==> config.mk <==
export PLATFORM = sky130hd
export DESIGN_NAME = fifo_flow_ctrl
export DESIGN_NICKNAME = d
export VERILOG_FILES = /design/src/rtl/fifo_flow_ctrl.sv
export SDC_FILE = /design/constraint.sdc
export NUM_CORES = 1
export LEC_CHECK = 0
export ABC_AREA = 0
export CORE_MARGIN = 2
export CORE_UTILIZATION = 55
export DETAILED_ROUTE_END_ITERATION = 12
export PLACE_DENSITY_LB_ADDON = 0.15
export SKIP_LAST_GASP = 1
export SYNTH_ARGS = -nofsm -noshare
export SYNTH_HDL_FRONTEND = slang
export SYNTH_SLANG_ARGS = --single-unit
==> constraint.sdc <==
create_clock -name clk -period 2.3 [get_ports clk]
set_input_delay 0.46 -clock clk [delete_from_list [all_inputs] [get_ports clk]]
set_output_delay 0.46 -clock clk [all_outputs]
set_load 0.01 [all_outputs]
==> src/rtl/fifo_flow_ctrl.sv <==
// fifo_flow_ctrl: synchronous FIFO with occupancy count, programmable
// almost-full/almost-empty thresholds, sticky overflow/underflow flags and
// a registered read port with a one-cycle valid strobe.
module fifo_flow_ctrl #(
  parameter int unsigned DATA_WIDTH    = 8,
  parameter int unsigned ADDRESS_WIDTH = 3
) (
  input  logic                     clk,
  input  logic                     reset,
  input  logic                     en,
  input  logic                     wr,
  input  logic                     rd,
  input  logic [DATA_WIDTH-1:0]    data_in,
  input  logic [ADDRESS_WIDTH:0]   th_almost_full,
  input  logic [ADDRESS_WIDTH:0]   th_almost_empty,
  input  logic                     err_clr,
  output logic [DATA_WIDTH-1:0]    data_out,
  output logic                     data_valid,
  output logic                     outEmpty,
  output logic                     outFull,
  output logic                     almost_full,
  output logic                     almost_empty,
  output logic [ADDRESS_WIDTH:0]   fill_count,
  output logic                     errorFull,
  output logic                     errorEmpty
);

  localparam int unsigned DEPTH = 2 ** ADDRESS_WIDTH;
  localparam int unsigned CNT_W = ADDRESS_WIDTH + 1;

  logic [DATA_WIDTH-1:0]    mem_q [DEPTH];
  logic [ADDRESS_WIDTH-1:0] wptr_q, wptr_d;
  logic [ADDRESS_WIDTH-1:0] rptr_q, rptr_d;
  logic [CNT_W-1:0]         count_q, count_d;
  logic [DATA_WIDTH-1:0]    data_out_q, data_out_d;
  logic                     data_valid_q, data_valid_d;
  logic                     err_full_q, err_full_d;
  logic                     err_empty_q, err_empty_d;

  logic empty_c, full_c, rd_ok_c, wr_ok_c, ovf_c, udf_c;

  // Occupancy decodes and accept/error qualification for this cycle
  always_comb begin
    empty_c = (count_q == CNT_W'(0));
    full_c  = (count_q == CNT_W'(DEPTH));
    rd_ok_c = en & rd & ~empty_c;
    // a full FIFO still takes a write when a read frees a slot the same edge
    wr_ok_c = en & wr & (~full_c | rd_ok_c);
    ovf_c   = en & wr & full_c & ~rd_ok_c;
    udf_c   = en & rd & empty_c;
  end

  // Next-state for pointers, count, read port and sticky errors
  always_comb begin
    wptr_d       = wptr_q;
    rptr_d       = rptr_q;
    count_d      = count_q;
    data_out_d   = data_out_q;
    data_valid_d = 1'b0;
    err_full_d   = err_full_q;
    err_empty_d  = err_empty_q;

    if (wr_ok_c) begin
      wptr_d = wptr_q + ADDRESS_WIDTH'(1);
    end
    if (rd_ok_c) begin
      rptr_d       = rptr_q + ADDRESS_WIDTH'(1);
      data_out_d   = mem_q[rptr_q];
      data_valid_d = 1'b1;
    end

    unique case ({wr_ok_c, rd_ok_c})
      2'b10:   count_d = count_q + CNT_W'(1);
      2'b01:   count_d = count_q - CNT_W'(1);
      default: count_d = count_q;
    endcase

    // clear first so that a coincident new error takes priority
    if (en && err_clr) begin
      err_full_d  = 1'b0;
      err_empty_d = 1'b0;
    end
    if (ovf_c) err_full_d  = 1'b1;
    if (udf_c) err_empty_d = 1'b1;
  end

  // Control and read-port registers
  always_ff @(posedge clk or negedge reset) begin
    if (!reset) begin
      wptr_q       <= '0;
      rptr_q       <= '0;
      count_q      <= '0;
      data_out_q   <= '0;
      data_valid_q <= 1'b0;
      err_full_q   <= 1'b0;
      err_empty_q  <= 1'b0;
    end else begin
      wptr_q       <= wptr_d;
      rptr_q       <= rptr_d;
      count_q      <= count_d;
      data_out_q   <= data_out_d;
      data_valid_q <= data_valid_d;
      err_full_q   <= err_full_d;
      err_empty_q  <= err_empty_d;
    end
  end

  // Storage array; contents are intentionally not reset
  always_ff @(posedge clk) begin
    if (wr_ok_c) begin
      mem_q[wptr_q] <= data_in;
    end
  end

  assign data_out     = data_out_q;
  assign data_valid   = data_valid_q;
  assign fill_count   = count_q;
  assign errorFull    = err_full_q;
  assign errorEmpty   = err_empty_q;
  assign outEmpty     = empty_c;
  assign outFull      = full_c;
  assign almost_full  = (count_q >= th_almost_full);
  assign almost_empty = (count_q <= th_almost_empty);

endmodule

==> results of run 1 <==
-- per-stage QoR --
stage | setup TNS (ns) | util [%]
finish | 0 | 71.8
floorplan | 0 | -
global placement | -0.994 | 67.8
global route | -0.0116 | 71.8
detailed placement | -1.04 | 67.8
CTS | -0.255 | 70.7
-- worst min-delay path by stage --
stage                                startpoint                      end
final                                     reset    errorFull$_DFFE_PN0P_
after global routing                      reset    errorFull$_DFFE_PN0P_
after CTS                                 reset    errorFull$_DFFE_PN0P_
after detailed placement  wptr_q[2]$_DFFE_PN0P_    wptr_q[2]$_DFFE_PN0P_
after global placement    wptr_q[2]$_DFFE_PN0P_    wptr_q[2]$_DFFE_PN0P_
after floorplan                           reset  data_out[0]$_DFFE_PN0P_
-- registers in the layout, indices dropped and copies added (netlist names) --
name	cells
rptr_q	3
data_valid	1
wptr_q	3
data_out	8
fill_count	4
errorFull	1
errorEmpty	1
mem_q	64
-- per-layer routing --
| layer | GRT usage [%] | vias to the layer above |
|---|---|---|
| met4 | 7.65 | 0 |
| met2 | 32.1 | 46 |
| met1 | 25.8 | 1004 |
| met3 | 4.72 | 11 |
| li1 | - | 973 |
| met5 | 0 | - |
-- synth_stat cells --
cell                       instances
sky130_fd_sc_hd__xnor2_1           4
sky130_fd_sc_hd__o21a_1            2
sky130_fd_sc_hd__mux2i_1           9
sky130_fd_sc_hd__o21ai_0           2
sky130_fd_sc_hd__xor2_1            3
sky130_fd_sc_hd__inv_1             9
sky130_fd_sc_hd__a21o_1            3
sky130_fd_sc_hd__dfrtp_1          21
sky130_fd_sc_hd__ha_1             11
sky130_fd_sc_hd__clkbuf_1          1
sky130_fd_sc_hd__or4b_4            1
sky130_fd_sc_hd__nand2_1           8
sky130_fd_sc_hd__mux2_1            2
sky130_fd_sc_hd__buf_2             3
sky130_fd_sc_hd__buf_6             1
sky130_fd_sc_hd__mux2_2            1
sky130_fd_sc_hd__a31oi_1           1
sky130_fd_sc_hd__inv_2             1
sky130_fd_sc_hd__o31ai_1           1
sky130_fd_sc_hd__o21ai_2           1
sky130_fd_sc_hd__and3_1            1
sky130_fd_sc_hd__edfxtp_1         64
sky130_fd_sc_hd__a32o_1            2
sky130_fd_sc_hd__nand3b_1          1
sky130_fd_sc_hd__a21oi_1           9
sky130_fd_sc_hd__nor2b_1           1
sky130_fd_sc_hd__nor3_1            4
sky130_fd_sc_hd__o41ai_1           1
sky130_fd_sc_hd__or2_1             1
sky130_fd_sc_hd__nor2_1           15
sky130_fd_sc_hd__buf_1             1
sky130_fd_sc_hd__nor4_2            1
sky130_fd_sc_hd__nand4_1           3
sky130_fd_sc_hd__mux4_2           16
sky130_fd_sc_hd__clkbuf_2          1
sky130_fd_sc_hd__nand2b_1          4
sky130_fd_sc_hd__and2_1            1
sky130_fd_sc_hd__buf_4             1
-- cell families after synthesis --
group	Yosys count
adders and majority gates	11
AOI/OAI and AO/OA	22
buffers and inverters	18
xor gates and xnor gates	7
DFF	85
muxes	28
and+or+nand+nor	41
-- critical path, stage by stage --
cell	delay, ns
sky130_fd_sc_hd__clkdlybuf4s50_1	0.45
sky130_fd_sc_hd__inv_1	0.06
sky130_fd_sc_hd__ha_4	0.20
sky130_fd_sc_hd__a21o_1	0.17
sky130_fd_sc_hd__a21o_1	0.15
sky130_fd_sc_hd__a21o_1	0.16
sky130_fd_sc_hd__buf_2	0.13
-- cell type report --
type / count / area, µm²
Sequential cell: 85 / 2450
Fill cell: 410 / 1780
Multi-Input combinational cell: 109 / 1090
Timing Repair Buffer: 77 / 668
Clock buffer: 9 / 124
Tap cell: 77 / 96.3
Clock inverter: 7 / 65.1
Inverter: 10 / 37.5
-- layout by cell type (no fill, tap or decap), types with 2 or more instances in the layout --
| cell type | instances |
|---|---|
| sky130_fd_sc_hd__edfxtp_1 | 64 |
| sky130_fd_sc_hd__buf_4 | 36 |
| sky130_fd_sc_hd__clkdlybuf4s50_1 | 34 |
| sky130_fd_sc_hd__dfrtp_1 | 21 |
| sky130_fd_sc_hd__mux4_2 | 16 |
| sky130_fd_sc_hd__nor2_1 | 15 |
| sky130_fd_sc_hd__mux2i_1 | 9 |
| sky130_fd_sc_hd__a21oi_1 | 9 |
| sky130_fd_sc_hd__clkbuf_8 | 9 |
| sky130_fd_sc_hd__nand2_1 | 8 |
| sky130_fd_sc_hd__inv_1 | 7 |
| sky130_fd_sc_hd__ha_1 | 7 |
| sky130_fd_sc_hd__nor3_1 | 4 |
| sky130_fd_sc_hd__nand2b_1 | 4 |
| sky130_fd_sc_hd__xnor2_1 | 4 |
| sky130_fd_sc_hd__xor2_1 | 3 |
| sky130_fd_sc_hd__inv_2 | 3 |
| sky130_fd_sc_hd__a21o_1 | 3 |
| sky130_fd_sc_hd__nand4_1 | 3 |
| sky130_fd_sc_hd__ha_4 | 3 |
| sky130_fd_sc_hd__clkinv_1 | 3 |
| sky130_fd_sc_hd__o21a_1 | 2 |
| sky130_fd_sc_hd__mux2_1 | 2 |
| sky130_fd_sc_hd__a32o_1 | 2 |
| sky130_fd_sc_hd__clkinvlp_4 | 2 |
| sky130_fd_sc_hd__buf_2 | 2 |
-- power groups by stage --
stage | Clock [mW] | Combinational (mW) | Sequential (mW)
after CTS | 1.02 | 1.65 | 2.16
after global routing | 1.10 | 1.88 | 2.20
after detailed placement | 0 | 1.66 | 2.19
after floorplan | 0 | 1.03 | 2.12
after global placement | 0 | 1.63 | 2.17
final | 1.01 | 1.70 | 2.16
-- repair_timing --
| item | in CTS | in global routing |
|---|---|---|
| gates resized for setup | 10 | 15 |
| setup buffers | 0 | 2 |
| hold endpoints to repair | 0 | 0 |
| pin swaps | 4 | 3 |
| endpoints found under the setup margin | 4 | 5 |
==> metrics.txt, run 1 <==
Std-Cell Rows 29; type of the worst setup path input port to output pin; vias in the first global route 2088; nature of the critical path startpoint input port; largest cells by area after synthesis sky130_fd_sc_hd__edfxtp_1, sky130_fd_sc_hd__dfrtp_1, sky130_fd_sc_hd__mux4_2; launch instance of the worst register-to-register path fill_count[1]$_DFFE_PN0P_; Compound-Gate Fraction of Synth Area 4.03%; Final Total Pwr 4.87 mW; placement-stage cell area 4280 µm²; distinct cell type count of the synthesized netlist 38; I/O pin cnt 41; Logic pwr share a little over a third; slew at the pin closest to its max-slew limit 0.800 ns; warning count from the yosys run 0; share of the clock period used by the worst path 97.7%; post-layout instance count excluding filler cells approximately 370; global route overflow 0; Clock Skews 0.00749 ns; wire length of the first global-routing pass just over 10 mm; final worst setup slack about 0.053 ns; Detailed Route WL 6.53 mm; logic depth of the worst register-to-register path 11; slack of the worst reg-to-reg path approximately 0.16 ns; count of final hold-check violations 0; Slew HR around 47%; Root Buffer sky130_fd_sc_hd__clkbuf_8; required time of the worst setup path roughly 1.8 ns; switching component of the power 1.48 mW; fraction of power spent switching nets 30.5%; dominant combinational cell family by area after synthesis multiplexers; post-place setup slack -0.557 ns; Post-Layout Inst Area 4530 µm²; Clock H-tree levels 3; FF-to-FF End fill_count[2]$_DFFE_PN0P_; RSZ-0062 raised after global routing true; part of the total power dissipated in the clock network 20.7%; portion of synthesized cell area occupied by the leading cell type 53.9%; count of state elements after synthesis 85; clock slew seen by the registers of the worst setup and hold paths 0.08 ns; placed insts 356; Critical Path End Type output pin; multiplexer share of the synthesized area 13.6%; run status complete, no violations; simple-gate area share of the yosys netlist a little under 6%; router iterations before antenna repair 4; highest layer used for signal routing met4; deepest clock path buffer count 2; DRT antenna net count 0; detailed-route DRC error count 0; final hold slack approximately 0.46 ns; M1 wire length around 2.9 mm; count of input and output buffers 40; initial antenna violation count 0; Placeable Area approximately 6300 µm²; share of post-route cells with drive strength above 1 27.3%; internal power consumption 3.39 mW; area added between synthesis and finish 27.0%; number of nets in the final layout 325; die boundary height around 85 µm; clock latency reported for the late side of the worst-skew pair 0.35 ns; total number of vias 2034; fraction of synthesized cell area in xor and xnor cells approximately 1.7%; average wire per standard cell roughly 17 µm; Netlist Area Pre-Place 3570 µm²; VDD IR max ~0.57 mV; post-synthesis sequential area ratio 68.6%; last element of the critical path almost_full; full die area 7150 µm²; DR WL met2 3.30 mm; crit-path max FO 1; First DRT Iteration DRCs 129; starting density of the core 56.5%; pin count of the biggest net entering global routing 22; Sinks on Clock Net 85; total length of routed met3 wires 245 µm; number of nets in the synthesized netlist approximately 250; CTS Buf Count 9; Mapped Avg Cell Area 16.8 µm²; global placer's final weighted congestion approximately 0.77; Post-CTS Hold Fix Bufs 0; cell count after synthesis 212; post-detailed-placement half-perimeter wirelength 4.50 mm; minimum clock period after layout about 2.2 ns; all-layer global routing usage 19.7%; Hold Path Class input port to asynchronous set/reset pin; vias per cell roughly 5.4; register share of total power about 44%; number of maximum-capacitance constraint violations 0; adder and majority cell fraction of the synthesized area between 3 and 4%; critical path data arrival time 1.79 ns; Inserted Diodes 0; final count of pins violating max slew 0; power per unit of standard cell area 1080 nW/µm²; count of final setup violators 0; cell type contributing the most total cell area after synthesis sky130_fd_sc_hd__edfxtp_1; TritonCTS clock tree yes; die width 84.5 µm; standby leakage power 1.74 nW; Peak Freq 445 MHz; critical path launch point th_almost_full[1]
No activity file was read; power rests on OpenSTA's default activity.
==> run 2, diff against run 1 <==
--- a/config.mk
+++ b/config.mk
@@ -7,7 +7,7 @@
 export LEC_CHECK = 0
 export ABC_AREA = 0
 export CORE_MARGIN = 2
-export CORE_UTILIZATION = 55
+export CORE_UTILIZATION = 50
 export DETAILED_ROUTE_END_ITERATION = 12
 export PLACE_DENSITY_LB_ADDON = 0.15
 export SKIP_LAST_GASP = 1
==> constraint.sdc (replaced) <==
create_clock -name clk -period 1.9 [get_ports clk]
set_input_delay 0.38 -clock clk [delete_from_list [all_inputs] [get_ports clk]]
set_output_delay 0.38 -clock clk [all_outputs]
set_load 0.01 [all_outputs]
==> metrics.txt, run 2 (synthesis gave the netlist of run 1 again) <==
power per unit of standard cell area 1300 nW/µm²; commonest non-fill, non-tap cells in the layout sky130_fd_sc_hd__edfxtp_1, sky130_fd_sc_hd__clkdlybuf4s50_1, sky130_fd_sc_hd__buf_4; count of final setup violators 5; global placer's final weighted congestion 0.787; total number of vias between 2000 and 2500; I/O pin cnt 41; final count of pins violating max slew 0; Detailed Route WL 7.15 mm; Largest register FFs 64; post-place setup slack -0.799 ns; post-layout instance count excluding filler cells between 400 and 500; critical path data arrival time between 1.5 and 2 ns; run status finished with violations; die width around 90 µm; deepest clock path buffer count 2; slack of the worst reg-to-reg path -0.05 ns; most common cell after layout, fill and taps aside sky130_fd_sc_hd__edfxtp_1; nature of the critical path startpoint flop; Sinks on Clock Net 85; die boundary height 88.5 µm; last element of the critical path almost_empty; VDD IR max 0.669 mV; count of input and output buffers 40; vias per cell 5.22; post-detailed-placement half-perimeter wirelength 4.90 mm; standby leakage power roughly 1.8 nW; Std-Cell Rows 30; Sum Neg Setup Slack -0.630 ns; logic depth of the worst register-to-register path 6; full die area about 7800 µm²; Root Buffer sky130_fd_sc_hd__clkbuf_8; Clock H-tree levels 3; Hold Path Class input port to asynchronous set/reset pin; router iterations before antenna repair 4; minimum clock period after layout 2.15 ns; clock latency reported for the late side of the worst-skew pair about 0.35 ns; pin count of the biggest net entering global routing 22; area taken by multi-input logic gates 1190 µm²; Sequential Area 2450 µm²; launch instance of the worst register-to-register path fill_count[0]$_DFFE_PN0P_; final hold slack 0.383 ns; placement-stage cell area 4490 µm²; average wire per standard cell 17.8 µm; crit-path max FO 2; all-layer global routing usage about a fifth; largest register by flop count mem_q; placed insts roughly 380; number of nets in the final layout between 300 and 400; required time of the worst setup path around 1.5 ns; Peak Freq 465 MHz; wire length of the first global-routing pass ~11 mm; count of fill cells added during filler insertion between 400 and 500; Critical Path End Type output pin; Slew HR 58.3%; Post-Layout Inst Area 4830 µm²; global route overflow 0; share of post-route cells with drive strength above 1 between 30% and 40%; Placeable Area 6830 µm²; starting density of the core a little over half; First DRT Iteration DRCs 101; number of maximum-capacitance constraint violations 0; count of final hold-check violations 0; share of the clock period used by the worst path 113%; slew at the pin closest to its max-slew limit approximately 0.62 ns; type of the worst setup path flop to output pin; final core utilization 70.7%; Inserted Diodes 0; DRT antenna net count 0; vias in the first global route 2159; Clock Skews 0.0112 ns; clock slew seen by the registers of the worst setup and hold paths about 0.090 ns; initial antenna violation count 0; final worst setup slack -0.252 ns; Final Total Pwr 6.27 mW; detailed-route DRC error count 0; FF-to-FF End fill_count[1]$_DFFE_PN0P_; critical path launch point fill_count[1]$_DFFE_PN0P_; TritonCTS clock tree yes; CTS Buf Count 9; area added between synthesis and finish 35.4%; RSZ-0062 raised after global routing true; violated checks negative setup slack
-- run 2: changes by cell type in the layout (fill, tap and decap cells not counted), moves of 2 or more --
cell,change
sky130_fd_sc_hd__buf_6,+8
sky130_fd_sc_hd__nor2_1,-7
sky130_fd_sc_hd__nor2_2,+7
sky130_fd_sc_hd__buf_12,+6
sky130_fd_sc_hd__buf_4,-4
sky130_fd_sc_hd__nor3_1,-4
sky130_fd_sc_hd__clkinv_1,-3
sky130_fd_sc_hd__nand2b_1,-2
sky130_fd_sc_hd__nor3_2,+2
sky130_fd_sc_hd__nor3_4,+2
-- run 2: cell type report --
cell class                      instances  share of cell area (%)
Clock buffer                           10                    2.64
Clock inverter                          6                    1.45
Inverter                               10                   0.777
Multi-Input combinational cell        109                    24.7
Sequential cell                        85                    50.7
Tap cell                               96                    2.49
Timing Repair Buffer                   85                    17.2
-- run 2: repair_timing --
action	in CTS	in global routing
pin swaps	11	4
setup buffers	4	1
resized for setup	38	9
hold buffers	0	0
setup endpoints to repair	7	71
-- run 2: worst min path at each step --
| stage | from | endpoint | slack, ns |
|---|---|---|---|
| final | reset | data_out[2]$_DFFE_PN0P_ | 0.38 |
| after global routing | reset | data_out[2]$_DFFE_PN0P_ | 0.39 |
| after CTS | reset | data_out[2]$_DFFE_PN0P_ | 0.38 |
| after detailed placement | wptr_q[2]$_DFFE_PN0P_ | wptr_q[2]$_DFFE_PN0P_ | 0.48 |
| after global placement | wptr_q[2]$_DFFE_PN0P_ | wptr_q[2]$_DFFE_PN0P_ | 0.48 |
| after floorplan | reset | data_out[0]$_DFFE_PN0P_ | 0.08 |
-- run 2: routing by layer --
| metal | up-vias | global-route usage, % | wire length (µm) | part of all wire [%] |
|---|---|---|---|---|
| met2 | 45 | 34.0 | 3780 | 53 |
| met5 | - | 0 | 0 | 0 |
| met3 | 2 | 6.16 | 258 | 3.6 |
| met4 | 0 | 5.23 | 40 | 0.56 |
| met1 | 1060 | 26.1 | 3070 | 43 |
| li1 | 988 | - | - | - |
-- run 2: critical path, cell delays in order, from the launching register on --
cell and delay, ns:
sky130_fd_sc_hd__dfrtp_1 0.41, sky130_fd_sc_hd__buf_6 0.13, sky130_fd_sc_hd__ha_4 0.21, sky130_fd_sc_hd__nor2b_4 0.12
sky130_fd_sc_hd__o21a_1 0.16, sky130_fd_sc_hd__o21a_1 0.17, sky130_fd_sc_hd__o21ai_1 0.10, sky130_fd_sc_hd__buf_2 0.14
-- run 2: report_power, final --
part | total, mW | switching (mW) | internal [mW]
Sequential | 2.56 | 0.253 | 2.31
Combinational | 2.46 | 1.05 | 1.41
Clock | 1.25 | 0.629 | 0.617
Total | 6.27 | 1.93 | 4.33
